### config.mk
export PLATFORM = sky130hd
export DESIGN_NAME = ddr2_refresh_ctrl
export DESIGN_NICKNAME = d
export VERILOG_FILES = /design/src/rtl/ddr2_refresh_ctrl_pkg.sv /design/src/rtl/ddr2_ref_timer.sv /design/src/rtl/ddr2_refresh_ctrl.sv
export SDC_FILE = /design/constraint.sdc
export NUM_CORES = 1
export LEC_CHECK = 0
export BUFFER_PORTS_ARGS = -buffer_cell sky130_fd_sc_hd__buf_2
export CAP_MARGIN = 20
export CORE_ASPECT_RATIO = 1.1
export CORE_MARGIN = 2
export CORE_UTILIZATION = 32
export DETAILED_ROUTE_END_ITERATION = 8
export PLACE_DENSITY_LB_ADDON = 0.1
export SLEW_MARGIN = 20
export SYNTH_ARGS = -nofsm -noshare
export SYNTH_HDL_FRONTEND = slang
export SYNTH_SLANG_ARGS = --single-unit
### constraint.sdc
create_clock -name ck -period 4.9 [get_ports ck]
set_clock_uncertainty 0.15 [all_clocks]
set_input_delay 1.47 -clock ck [delete_from_list [all_inputs] [get_ports ck]]
set_output_delay 1.47 -clock ck [all_outputs]
set_load 0.05 [all_outputs]
### src/rtl/ddr2_refresh_ctrl_pkg.sv
// Shared encodings, widths and timing defaults for the DDR2 auto-refresh block.
// DDR2_REF_POSTPONE_EN selects the deep (0..8) pending-refresh counter.
package ddr2_refresh_ctrl_pkg;

  localparam int BA_BITS   = 3;
  localparam int ADDR_BITS = 14;

  localparam int DEF_TREFI = 1560;
  localparam int DEF_TRP   = 3;
  localparam int DEF_TRFC  = 26;

  typedef struct packed {
    logic cs_n;
    logic ras_n;
    logic cas_n;
    logic we_n;
  } cmd_t;

  localparam cmd_t CMD_NOP = 4'b0111;
  localparam cmd_t CMD_PRE = 4'b0010;
  localparam cmd_t CMD_REF = 4'b0001;

`ifdef DDR2_REF_POSTPONE_EN
  localparam int PEND_W   = 4;
  localparam int PEND_MAX = 8;
`else
  localparam int PEND_W   = 1;
  localparam int PEND_MAX = 1;
`endif

  typedef enum logic [2:0] {
    S_IDLE,
    S_REQ,
    S_PRE,
    S_TRP_WAIT,
    S_REF,
    S_TRFC_WAIT,
    S_DONE
  } state_t;

  // Command bus is owned from PRE-ALL until the last tRFC wait ends.
  function automatic logic busy_state(input state_t s);
    return (s == S_PRE) || (s == S_TRP_WAIT) || (s == S_REF) || (s == S_TRFC_WAIT);
  endfunction

endpackage

### src/rtl/ddr2_ref_timer.sv
// Refresh interval counter and pending-refresh bookkeeping.
// Counter depth depends on DDR2_REF_POSTPONE_EN (via PEND_W/PEND_MAX).
module ddr2_ref_timer
  import ddr2_refresh_ctrl_pkg::*;
#(
  parameter int TREFI = DEF_TREFI
) (
  input  logic ck,
  input  logic rst_n,
  input  logic init_done,
  input  logic clr,
  input  logic dec,
  output logic pending_nz,
  output logic miss
);

  localparam int              CW     = $clog2(TREFI + 1);
  localparam logic [CW-1:0]     RELOAD = CW'(TREFI - 1);
  localparam logic [PEND_W-1:0] PMAX   = PEND_W'(PEND_MAX);

  logic [CW-1:0]     cnt;
  logic [PEND_W-1:0] pend;
  logic              expire;

  assign expire     = init_done && (cnt == '0);
  // Include the expiring interval so the FSM can request on the expiry edge itself.
  assign pending_nz = (pend != '0) || expire;

  always_ff @(posedge ck or negedge rst_n) begin
    if (!rst_n)                  cnt <= RELOAD;
    else if (!init_done || expire) cnt <= RELOAD;
    else                         cnt <= cnt - 1'b1;
  end

  always_ff @(posedge ck or negedge rst_n) begin
    if (!rst_n) begin
      pend <= '0;
      miss <= 1'b0;
    end else if (clr) begin
      pend <= '0;
    end else if (expire && !dec) begin
      if (pend == PMAX) miss <= 1'b1;
      else              pend <= pend + 1'b1;
    end else if (dec && !expire && (pend != '0)) begin
      pend <= pend - 1'b1;
    end
  end

endmodule

### src/rtl/ddr2_refresh_ctrl.sv
// DDR2 auto-refresh FSM: requests the bus, issues PRE-ALL then REF, honours tRP/tRFC.
// With DDR2_REF_POSTPONE_EN, postponed refreshes are issued back-to-back in one grant.
module ddr2_refresh_ctrl
  import ddr2_refresh_ctrl_pkg::*;
#(
  parameter int TREFI = DEF_TREFI,
  parameter int TRP   = DEF_TRP,
  parameter int TRFC  = DEF_TRFC
) (
  input  logic                 ck,
  input  logic                 rst_n,
  input  logic                 init_done,
  output logic                 ref_req,
  input  logic                 ref_grant,
  output logic                 ref_busy,
  output logic                 ref_done,
  output logic                 ref_miss,
  output logic                 cs_n,
  output logic                 ras_n,
  output logic                 cas_n,
  output logic                 we_n,
  output logic [BA_BITS-1:0]   ba,
  output logic [ADDR_BITS-1:0] addr
);

  localparam int WMAX = (TRP > TRFC) ? TRP : TRFC;
  localparam int WW   = $clog2(WMAX + 1);

  state_t        state, state_nxt;
  logic [WW-1:0] wcnt;
  logic          pending_nz, clr, dec;
  logic          req_d, busy_d, done_d, a10_d, a10_q;
  cmd_t          cmd_d, cmd_q;

  // Losing init_done only aborts before the bus is owned.
  assign clr = !init_done && ((state == S_IDLE) || (state == S_REQ));
  assign dec = (state == S_REF);

  ddr2_ref_timer #(.TREFI(TREFI)) u_timer (
    .ck        (ck),
    .rst_n     (rst_n),
    .init_done (init_done),
    .clr       (clr),
    .dec       (dec),
    .pending_nz(pending_nz),
    .miss      (ref_miss)
  );

  // Wait counter reloads on entry to a wait state; leaving happens when it reads 0.
  always_ff @(posedge ck or negedge rst_n) begin
    if (!rst_n) begin
      state <= S_IDLE;
      wcnt  <= '0;
    end else begin
      state <= state_nxt;
      if (state_nxt == S_TRP_WAIT && state != S_TRP_WAIT)
        wcnt <= WW'(TRP - 2);
      else if (state_nxt == S_TRFC_WAIT && state != S_TRFC_WAIT)
        wcnt <= WW'(TRFC - 2);
      else if (wcnt != '0)
        wcnt <= wcnt - 1'b1;
    end
  end

  always_comb begin
    state_nxt = state;
    case (state)
      S_IDLE:      if (init_done && pending_nz) state_nxt = S_REQ;
      S_REQ:       if (!init_done)              state_nxt = S_IDLE;
                   else if (ref_grant)          state_nxt = S_PRE;
      S_PRE:                                    state_nxt = S_TRP_WAIT;
      S_TRP_WAIT:  if (wcnt == '0)              state_nxt = S_REF;
      S_REF:                                    state_nxt = S_TRFC_WAIT;
      S_TRFC_WAIT: if (wcnt == '0) begin
`ifdef DDR2_REF_POSTPONE_EN
                     state_nxt = pending_nz ? S_REF : S_DONE;
`else
                     state_nxt = S_DONE;
`endif
                   end
      S_DONE:                                   state_nxt = S_IDLE;
      default:                                  state_nxt = S_IDLE;
    endcase
  end

  // Outputs decode the next state so they can be registered without extra latency.
  always_comb begin
    req_d  = (state_nxt == S_REQ);
    busy_d = busy_state(state_nxt);
    done_d = (state_nxt == S_DONE);
    a10_d  = (state_nxt == S_PRE);
    cmd_d  = CMD_NOP;
    if (state_nxt == S_PRE)      cmd_d = CMD_PRE;
    else if (state_nxt == S_REF) cmd_d = CMD_REF;
  end

  always_ff @(posedge ck or negedge rst_n) begin
    if (!rst_n) begin
      ref_req  <= 1'b0;
      ref_busy <= 1'b0;
      ref_done <= 1'b0;
      cmd_q    <= CMD_NOP;
      a10_q    <= 1'b0;
    end else begin
      ref_req  <= req_d;
      ref_busy <= busy_d;
      ref_done <= done_d;
      cmd_q    <= cmd_d;
      a10_q    <= a10_d;
    end
  end

  assign {cs_n, ras_n, cas_n, we_n} = cmd_q;
  assign ba = '0;

  always_comb begin
    addr     = '0;
    addr[10] = a10_q;
  end

endmodule

==> reports/metrics.yaml, run 1 <==
routing:
  routedWlPerCell_um: 11.9
  first_iter_violations: 11
  routed_wl_mm: 2.53
  final_antenna_net_count: 0
  drc: 0
  first_pass_iters: 4
  vias_per_cell: 4.51
  num_vias: 956
finish:
  regArea_sq_um: 712
  antennaDiodeCount: 0
  fin_cells: 212
  fillers: 475
  multi_input_area_sq_um: 652
  final_common_cell: "dfrtp_1"
  drive_above_1_share: 0.184
  final_nets: 167
  fin_area_sq_mm: 0.00159
  syn2layout_area_growth_pct: 7.54
  final_cell_mix: "dfrtp_1 (19), nor2_1 (18), conb_1 (17)"
synthesis:
  syn_avg_cell_area_sq_um: 10.0
  ys_seq_area_frac: 0.482
  synth_warnings: 0
  ys_seq_elements: 28
  synthFlopType: "dfrtp_1"
  synth_area_sq_mm: 0.00148
  synth.distinct_cells: 33
  synthCells: 147
  synth_edf_count: 0
  async_reset_ff_frac: 1.00
die:
  fp.dieW_um: 68.8
  die_h_um: 75.2
  die_area_sq_mm: 0.00517
  io_pins: 29
  core-area_sq_mm: 0.00438
  num_rows: 25
  start_util: 0.337
pwr:
  switchingPower_uw: 288
  intPower_uw: 488
  seqPwrFrac: 0.413
  power_frac_comb: 0.350
  cellPowerDensity_mw_per_mm2: 489
  clkPwrFrac: 0.237
  ir_drop_v: 0.000144
  switching_share: 0.371
  p_leak_uw: 0.000723
placed_design:
  place_area_sq_mm: 0.00152
  dp_slack_ps: 2400
  routabilityCongestion: 0.743
  post-dp-hpwl_mm: 1.92
  place_inst: 208
  io_buffer_count: 11
critical_path:
  critPathKind: "flop to output port"
  cp-start-kind: "flop"
  worstPathArrival_ps: 1050
  end_kind: "output port"
  cp_top_family: "flip-flops"
  cp_slowest_cell: "dfstp_2"
  r2r_start: "wcnt[0]"
  r2r-end: "state[1]"
  critical_path_buf_inv_count: 1
  slowest_delay_ps: 520
  worstPathMaxFanout: 1
  crit_path_cell_trace: "buf_2"
  required_ps: 3280
  regToRegSetupSlack_ps: 2910
  reg2regPathDepth: 6
flow_run:
  maxCapViolCount: 0
grt:
  grt_pass1_vias: 943
  grt_max_degree: 29
  grt_use_total: 0.116
  grt_antenna_before_repair: 0
  grt_pass1_wl_mm: 4.35
  overflow: 0
min_path:
  whs_path_depth: 1
  hold_start: "u_timer.cnt[0]"
  min_to: "u_timer.cnt[0]"
  hold_path.class: "flop to flop"
timing:
  timing_worst_slew_pin_value_ps: 618
  fin_ws_ps: 2230
  fmaxAchievable_mhz: 375
  fin_crit_sh: 0.545
  max_slew_margin: 0.588
  min_period_ps: 2670
  grt_setup_unrepaired: "false"
  finalHoldViolCount: 0
  setup_viol: 0
  timing.setup.tns_ps: 0
  final_max_slew_viol_count: 0
cts:
  cts_hold_buf: 0
  root_buffer: "clkbuf_8"
  cts_inserted_buffers: 3
  cts_tree: "yes"
  cts_htree_levels: 1
  cts_buffer_depth: 2
  clkTransAtPathRegs_ps: 100
  worstSkewPairLatency_ps: 280
  postCtsSetupBuffers: 0
  clock_sinks: 28
  cts-resized-gates: 0
status:
  status: "finished, final reports clean"
how the worst max path moves through the flow:
stage / startpoint / to / depth (start not counted)
final: cas_n / cas_n / 1
after global routing: cas_n / cas_n / 1
after CTS: ras_n / ras_n / 1
after detailed placement: init_done / state[1] / 4
after global placement: init_done / state[1] / 4
after floorplan: cas_n / cas_n / 0
metal layers:
layer | vias to the layer above | global-route usage | part of all wire
li1 | 468 | - | -
met1 | 474 | 0.133 | 0.43
met2 | 12 | 0.202 | 0.53
met3 | 2 | 0.0314 | 0.029
met4 | 0 | 0.0458 | 0.0083
met5 | - | 0 | 0
power groups by stage:
stage / sequential (uW) / combinational, uW / clock (uW)
floorplan: 344 / 213 / 0
global placement: 325 / 271 / 0
detailed placement: 325 / 275 / 0
CTS: 321 / 275 / 191
global route: 328 / 308 / 199
finish: 321 / 271 / 184
Yosys cell counts (4+ instances only):
master	instances	area, sq um
dfrtp_1	19	475
buf_4	18	135
nor2_1	18	67.6
nand2_1	12	45.0
dfstp_2	9	236
inv_1	8	30.0
xnor2_1	7	61.3
nand2b_1	5	31.3
o21ai_0	5	25.0
and2_1	4	25.0
ha_1	4	50.1
nand3_1	4	20.0
nor3_1	4	20.0
flip-flops by register name, summed over array words and instances, names as in the netlist:
name / count
a10_q: 1
cas_n: 1
ras_n: 1
ref_busy: 1
ref_done: 1
ref_req: 1
state: 3
u_timer.cnt: 11
u_timer.miss: 1
u_timer.pend: 1
wcnt: 5
we_n: 1
logic make-up (layout without fill, tap and decap cells):
| logic type | count (synthesis) | count (layout) | share of synthesized area |
|---|---|---|---|
| buf+inv | 28 | 23 | 0.117 |
| simple gates | 59 | 59 | 0.231 |
| other cells | 1 | 17 | 0.00254 |
| xor+xnor | 10 | 10 | 0.0593 |
| mux | 1 | 1 | 0.00678 |
| fa+ha+maj | 4 | 4 | 0.0339 |
| compound gates | 16 | 16 | 0.0678 |
| flops | 28 | 28 | 0.482 |
per-stage QoR:
step	util	power (uW)	hold WS, ps
floorplan	-	557	278
global placement	0.346	596	287
detailed placement	0.346	599	298
CTS	0.363	787	323
global route	0.363	836	332
finish	0.363	776	317
layout make-up:
cell class,instances,share of cell area
Clock inverter,1,0.0189
Sequential cell,28,0.448
Multi-Input combinational cell,107,0.411
Tap cell,54,0.0426
Timing Repair Buffer,11,0.0347
Clock buffer,3,0.0260
Inverter,8,0.0189
Note: power is estimated with default switching activity, not from simulation.
==> run 2, diff against run 1 <==
==> constraint.sdc (replaced) <==
create_clock -name ck -period 2.45 [get_ports ck]
set_clock_uncertainty 0.15 [all_clocks]
set_input_delay 0.735 -clock ck [delete_from_list [all_inputs] [get_ports ck]]
set_output_delay 0.735 -clock ck [all_outputs]
set_load 0.05 [all_outputs]
==> run 2 against run 1 <==
Compared with the run above: flip-flop and latch count did not move; sequential share of layout area stayed put; via count down 3.1%; non-clock buffer count did not move; cell area is the same; highest routed layer unchanged.
==> reports/metrics.yaml, run 2 (synthesized netlist as in run 1, its figures left out) <==
critical_path:
  cp_top_family: "flip-flops"
  crit_path_cell_trace: "buf_2"
  end_kind: "output port"
  worstPathArrival_ps: 1050  # about the same
  cp-start-kind: "flop"
  slowest_delay_ps: 530  # about the same
  required_ps: 1560  # -1720 ps
  r2r_start: "wcnt[1]"
  crit_start: "ras_n"
  worstPathMaxFanout: 1  # unchanged
  critical_path_buf_inv_count: 1  # unchanged
  cp_slowest_cell: "dfstp_2"
  critPathKind: "flop to output port"
finish:
  reg_top3: "u_timer.cnt: 11 flops, wcnt: 5 flops, state: 3 flops"
  antennaDiodeCount: 0  # unchanged
  final_common_cell: "dfrtp_1"
  drive_above_1_share: 0.184  # unchanged
  largest_reg_flops: 11  # unchanged
  syn2layout_area_growth_pct: 7.54  # unchanged
  final_nets: 167  # unchanged
  largest_register: "u_timer.cnt"
  fillers: 457  # -3.8%
  final_cell_mix: "dfrtp_1 (19), nor2_1 (18), conb_1 (17)"
pwr:
  finalPower_uw: 1540  # +99%
  ir_drop_v: 0.000223  # +55%
  cellPowerDensity_mw_per_mm2: 971  # +99%
  p_leak_uw: 0.000723  # unchanged
die:
  core-area_sq_mm: 0.00438  # unchanged
  die_area_sq_mm: 0.00517  # unchanged
  start_util: 0.337  # unchanged
  io_pins: 29  # unchanged
  num_rows: 25  # unchanged
  die_h_um: 75.2  # unchanged
  fp.dieW_um: 68.8  # unchanged
routing:
  num_vias: 926  # -3.1%
  first_pass_iters: 4  # unchanged
  first_iter_violations: 26  # +15
  routedWlPerCell_um: 11.6  # -2.5%
  routed_wl_mm: 2.47  # -2.5%
  drc: 0  # unchanged
  vias_per_cell: 4.37  # -3.1%
  final_antenna_net_count: 0  # unchanged
cts:
  clkTransAtPathRegs_ps: 100  # about the same
  worstSkewPairLatency_ps: 270  # about the same
  cts_tree: "yes"
  cts_hold_buf: 0  # unchanged
  cts_inserted_buffers: 3  # unchanged
  cts_buffer_depth: 2  # unchanged
  clock_sinks: 28  # unchanged
  cts_htree_levels: 1  # unchanged
  root_buffer: "clkbuf_8"
  cts-resized-gates: 0  # unchanged
  postCtsSetupBuffers: 0  # unchanged
timing:
  finalHoldViolCount: 0  # unchanged
  final_max_slew_viol_count: 0  # unchanged
  min_period_ps: 1930
  fin_crit_sh: 0.789
  setup_viol: 0  # unchanged
  fmaxAchievable_mhz: 517
  max_slew_margin: 0.596  # +0.00762
  timing_worst_slew_pin_value_ps: 607  # -11.4 ps
  fin_ws_ps: 517  # -1710 ps
  timing.setup.tns_ps: 0  # unchanged
  grt_setup_unrepaired: "false"
placed_design:
  dp_slack_ps: 522  # -1880 ps
  io_buffer_count: 11  # unchanged
  post-dp-hpwl_mm: 1.89  # -1.3%
  routabilityCongestion: 0.783  # +5.3%
min_path:
  hold_path.class: "input pin to async pin"
status:
  status: "finished, final reports clean"
grt:
  grt_use_total: 0.108  # -0.00735
  grt_max_degree: 29  # unchanged
  overflow: 0  # unchanged
  grt_antenna_before_repair: 0  # unchanged
  grt_pass1_wl_mm: 4.24  # -2.6%
  grt_pass1_vias: 950  # +0.74%
flow_run:
  maxCapViolCount: 0  # unchanged
## run 2: routing by layer
metal  vias up  part of all wire  GRT usage
met5         -                 0          0
li1        470                 -          -
met1       444              0.44      0.126
met3         2             0.026     0.0179
met2        10              0.52      0.198
met4         0            0.0085     0.0392
## run 2: path summary, 6_finish.rpt
check | to | slack (ps) | cells past startpoint
min in group ck | u_timer.cnt[0] | 310 | 1
setup reg to reg | state[1] | 520 | 6
hold reg to reg | u_timer.cnt[0] | 310 | 1
setup / recovery | ras_n | 520 | 1
max in group asynchronous | u_timer.cnt[3] | 1440 | 1
hold / removal | a10_q | 310 | 1
## run 2: power by group
| group | leakage [uW] | internal [uW] | total, uW | switching, uW |
|---|---|---|---|---|
| clock network | 0.0000357 | 219 | 359 | 141 |
| registers | 0.000345 | 553 | 638 | 85.6 |
| logic | 0.000342 | 205 | 545 | 340 |
| total | 0.000723 | 976 | 1540 | 566 |
## run 2: final cells by class
cell class | count | area [sq um] | area share
Multi-Input combinational cell | 107 | 652 | 0.411
Inverter | 8 | 30.0 | 0.0189
Timing Repair Buffer | 11 | 55.1 | 0.0347
Clock inverter | 1 | 30.0 | 0.0189
Tap cell | 54 | 67.6 | 0.0426
Clock buffer | 3 | 41.3 | 0.0260
Sequential cell | 28 | 712 | 0.448
## run 2: through the flow
step | cells | util | area, sq um | hold slack, ps
3_5_place_dp | 208 | 0.346 | 1520 | 291
6_report | 212 | 0.363 | 1590 | 309
3_3_place_gp | 208 | 0.346 | 1520 | 288
4_1_cts | 212 | 0.363 | 1590 | 316
5_1_grt | 212 | 0.363 | 1590 | 324
2_1_floorplan | 163 | - | 1540 | 278
==> run 3, diff against run 2 <==
==> constraint.sdc (replaced) <==
create_clock -name ck -period 1.85 [get_ports ck]
set_clock_uncertainty 0.15 [all_clocks]
set_input_delay 0.555 -clock ck [delete_from_list [all_inputs] [get_ports ck]]
set_output_delay 0.555 -clock ck [all_outputs]
set_load 0.05 [all_outputs]
==> run 3 against run 2 <==
Compared with the run above: global-route usage grew 0.48 points; total power increased by 38%; wire length increased by 6.6%; clock power increased by 34%; cell count up 3.8%; count of clock-buffer cells in the layout unchanged.
==> reports/metrics.yaml, run 3 (synthesized netlist as in run 1, its figures left out) <==
placed_design:
  dp_slack_ps: 7.00  # -515 ps
  place_inst: 213  # +2.4%
  post-dp-hpwl_mm: 1.95  # +2.8%
  routabilityCongestion: 0.838  # +7.1%
  place_area_sq_mm: 0.00155  # +2.5%
  io_buffer_count: 11  # unchanged
critical_path:
  critPathKind: "flop to flop"
  cp-start-kind: "flop"
  worstPathMaxFanout: 4  # +3
  crit_start: "u_timer.cnt[0]"
  r2r-end: "u_timer.cnt[10]"
  setup.worst_path.end: "u_timer.cnt[10]"
  end_kind: "flop"
  r2r_start: "u_timer.cnt[0]"
  required_ps: 1900  # +340 ps
  regToRegSetupSlack_ps: 30  # -480 ps
  reg2regPathDepth: 6  # unchanged
  worstPathArrival_ps: 1870  # +820 ps
finish:
  largest_reg_flops: 11  # unchanged
  final_common_cell: "dfrtp_1"
  syn2layout_area_growth_pct: 12.8
  largest_register: "u_timer.cnt"
  final_nets: 175  # +4.8%
  antennaDiodeCount: 0  # unchanged
  reg_top3: "u_timer.cnt: 11 flops, wcnt: 5 flops, state: 3 flops"
  final_cell_mix: "dfrtp_1 (19), nor2_1 (18), conb_1 (17)"
  fin_area_sq_mm: 0.00167  # +4.9%
  drive_above_1_share: 0.259  # +0.0755
  fin_cells: 220  # +3.8%
die:
  die_area_sq_mm: 0.00517  # unchanged
  core-area_sq_mm: 0.00438  # unchanged
  start_util: 0.337  # unchanged
  io_pins: 29  # unchanged
  fp.dieW_um: 68.8  # unchanged
  die_h_um: 75.2  # unchanged
  num_rows: 25  # unchanged
routing:
  first_pass_iters: 4  # unchanged
  routed_wl_mm: 2.63  # +6.6%
  final_antenna_net_count: 0  # unchanged
  vias_per_cell: 4.49  # +2.8%
  num_vias: 988  # +6.7%
  routedWlPerCell_um: 11.9  # +2.7%
  first_iter_violations: 40  # +54%
  drc: 0  # unchanged
grt:
  overflow: 0  # unchanged
  grt_pass1_vias: 970  # +2.1%
  grt_util_met3: 0.0179  # unchanged
  grt_pass1_wl_mm: 4.37  # +3.1%
  top_usage_layer: "met2"
  met2_usage: 0.201  # +0.00321
  use_met1: 0.137  # +0.0117
  grt_use_total: 0.113  # +0.00476
  grt_antenna_before_repair: 0  # unchanged
  grt_max_degree: 29  # unchanged
cts:
  clock_sinks: 28  # unchanged
  cts_tree: "yes"
  cts_hold_buf: 0  # unchanged
  worstSkewPairLatency_ps: 270  # about the same
  cts_htree_levels: 1  # unchanged
  root_buffer: "clkbuf_8"
  cts_buffer_depth: 2  # unchanged
  clkTransAtPathRegs_ps: 100  # about the same
  cts_inserted_buffers: 3  # unchanged
timing:
  finalHoldViolCount: 0  # unchanged
  timing_worst_slew_pin_value_ps: 616  # +9.35 ps
  grt_setup_unrepaired: "true"
  fin_ws_ps: 32.3  # -484 ps
  setup_viol: 0  # unchanged
  fin_crit_sh: 0.983
  final_max_slew_viol_count: 0  # unchanged
  max_slew_margin: 0.589  # -0.00623
  min_period_ps: 1820
  fmaxAchievable_mhz: 550
pwr:
  switchingPower_uw: 781  # +38%
  seqPwrFrac: 0.399  # -0.015
  switching_share: 0.367  # about the same
  p_leak_uw: 0.000760  # +5.1%
  intPower_uw: 1350  # +38%
  ir_drop_v: 0.000272  # +22%
  finalPower_uw: 2130  # +38%
  power_frac_comb: 0.375  # +0.022
  cellPowerDensity_mw_per_mm2: 1280  # +32%
  clkPwrFrac: 0.226  # -0.007
flow_run:
  maxCapViolCount: 0  # unchanged
status:
  status: "finished, final reports clean"
min_path:
  hold_path.class: "input pin to async pin"
## run 3: changes by cell type in the layout (fill, tap and decap cells not counted), sizes merged
cell	delta
buf	+8
## run 3: critical path, stage by stage, from the launching register on
cell and delay (ps):
dfstp_2 390, inv_2 70, ha_4 130, or4b_4 500, nor4b_4 300, xnor2_1 140, nand2_1 60
## run 3: timing repair
item	4_1_cts	5_1_grt
gates resized for setup	0	8
setup endpoints to repair	0	5
buffers inserted	0	3
## run 3: routing by layer
| metal | part of all wire | routed length, um |
|---|---|---|
| met2 | 0.55 | 1440 |
| met4 | 0.0065 | 17 |
| met1 | 0.41 | 1070 |
| met5 | 0 | 0 |
| met3 | 0.039 | 103 |
## run 3: cell type report
class	instances	area, sq um
Multi-Input combinational cell	107	669
Clock buffer	3	41.3
Clock inverter	1	30.0
Fill cell	457	2710
Inverter	8	30.0
Tap cell	54	67.6
Timing Repair Buffer	19	115
Sequential cell	28	712
## run 3: worst min-delay path by stage
stage	startpoint	endpoint	slack (ps)	cells after the start
after floorplan	rst_n	a10_q	110	0
after global placement	u_timer.cnt[0]	u_timer.cnt[0]	290	1
after detailed placement	u_timer.cnt[0]	u_timer.cnt[0]	300	1
after CTS	rst_n	a10_q	150	1
after global routing	rst_n	state[1]	170	1
final	rst_n	state[1]	130	1
## run 3: power by group through the flow
stage	clock network, uW	registers, uW	logic [uW]
after CTS	506	850	752
after floorplan	0	911	565
after detailed placement	0	860	748
final	481	849	799
after global routing	522	874	889
after global placement	0	860	737
## run 3: per-stage QoR
stage	hold slack (ps)	util	setup TNS [ps]
floorplan	109	-	0
global placement	289	0.355	0
detailed placement	299	0.355	0
CTS	154	0.371	0
global route	171	0.380	-37.8
finish	132	0.380	0
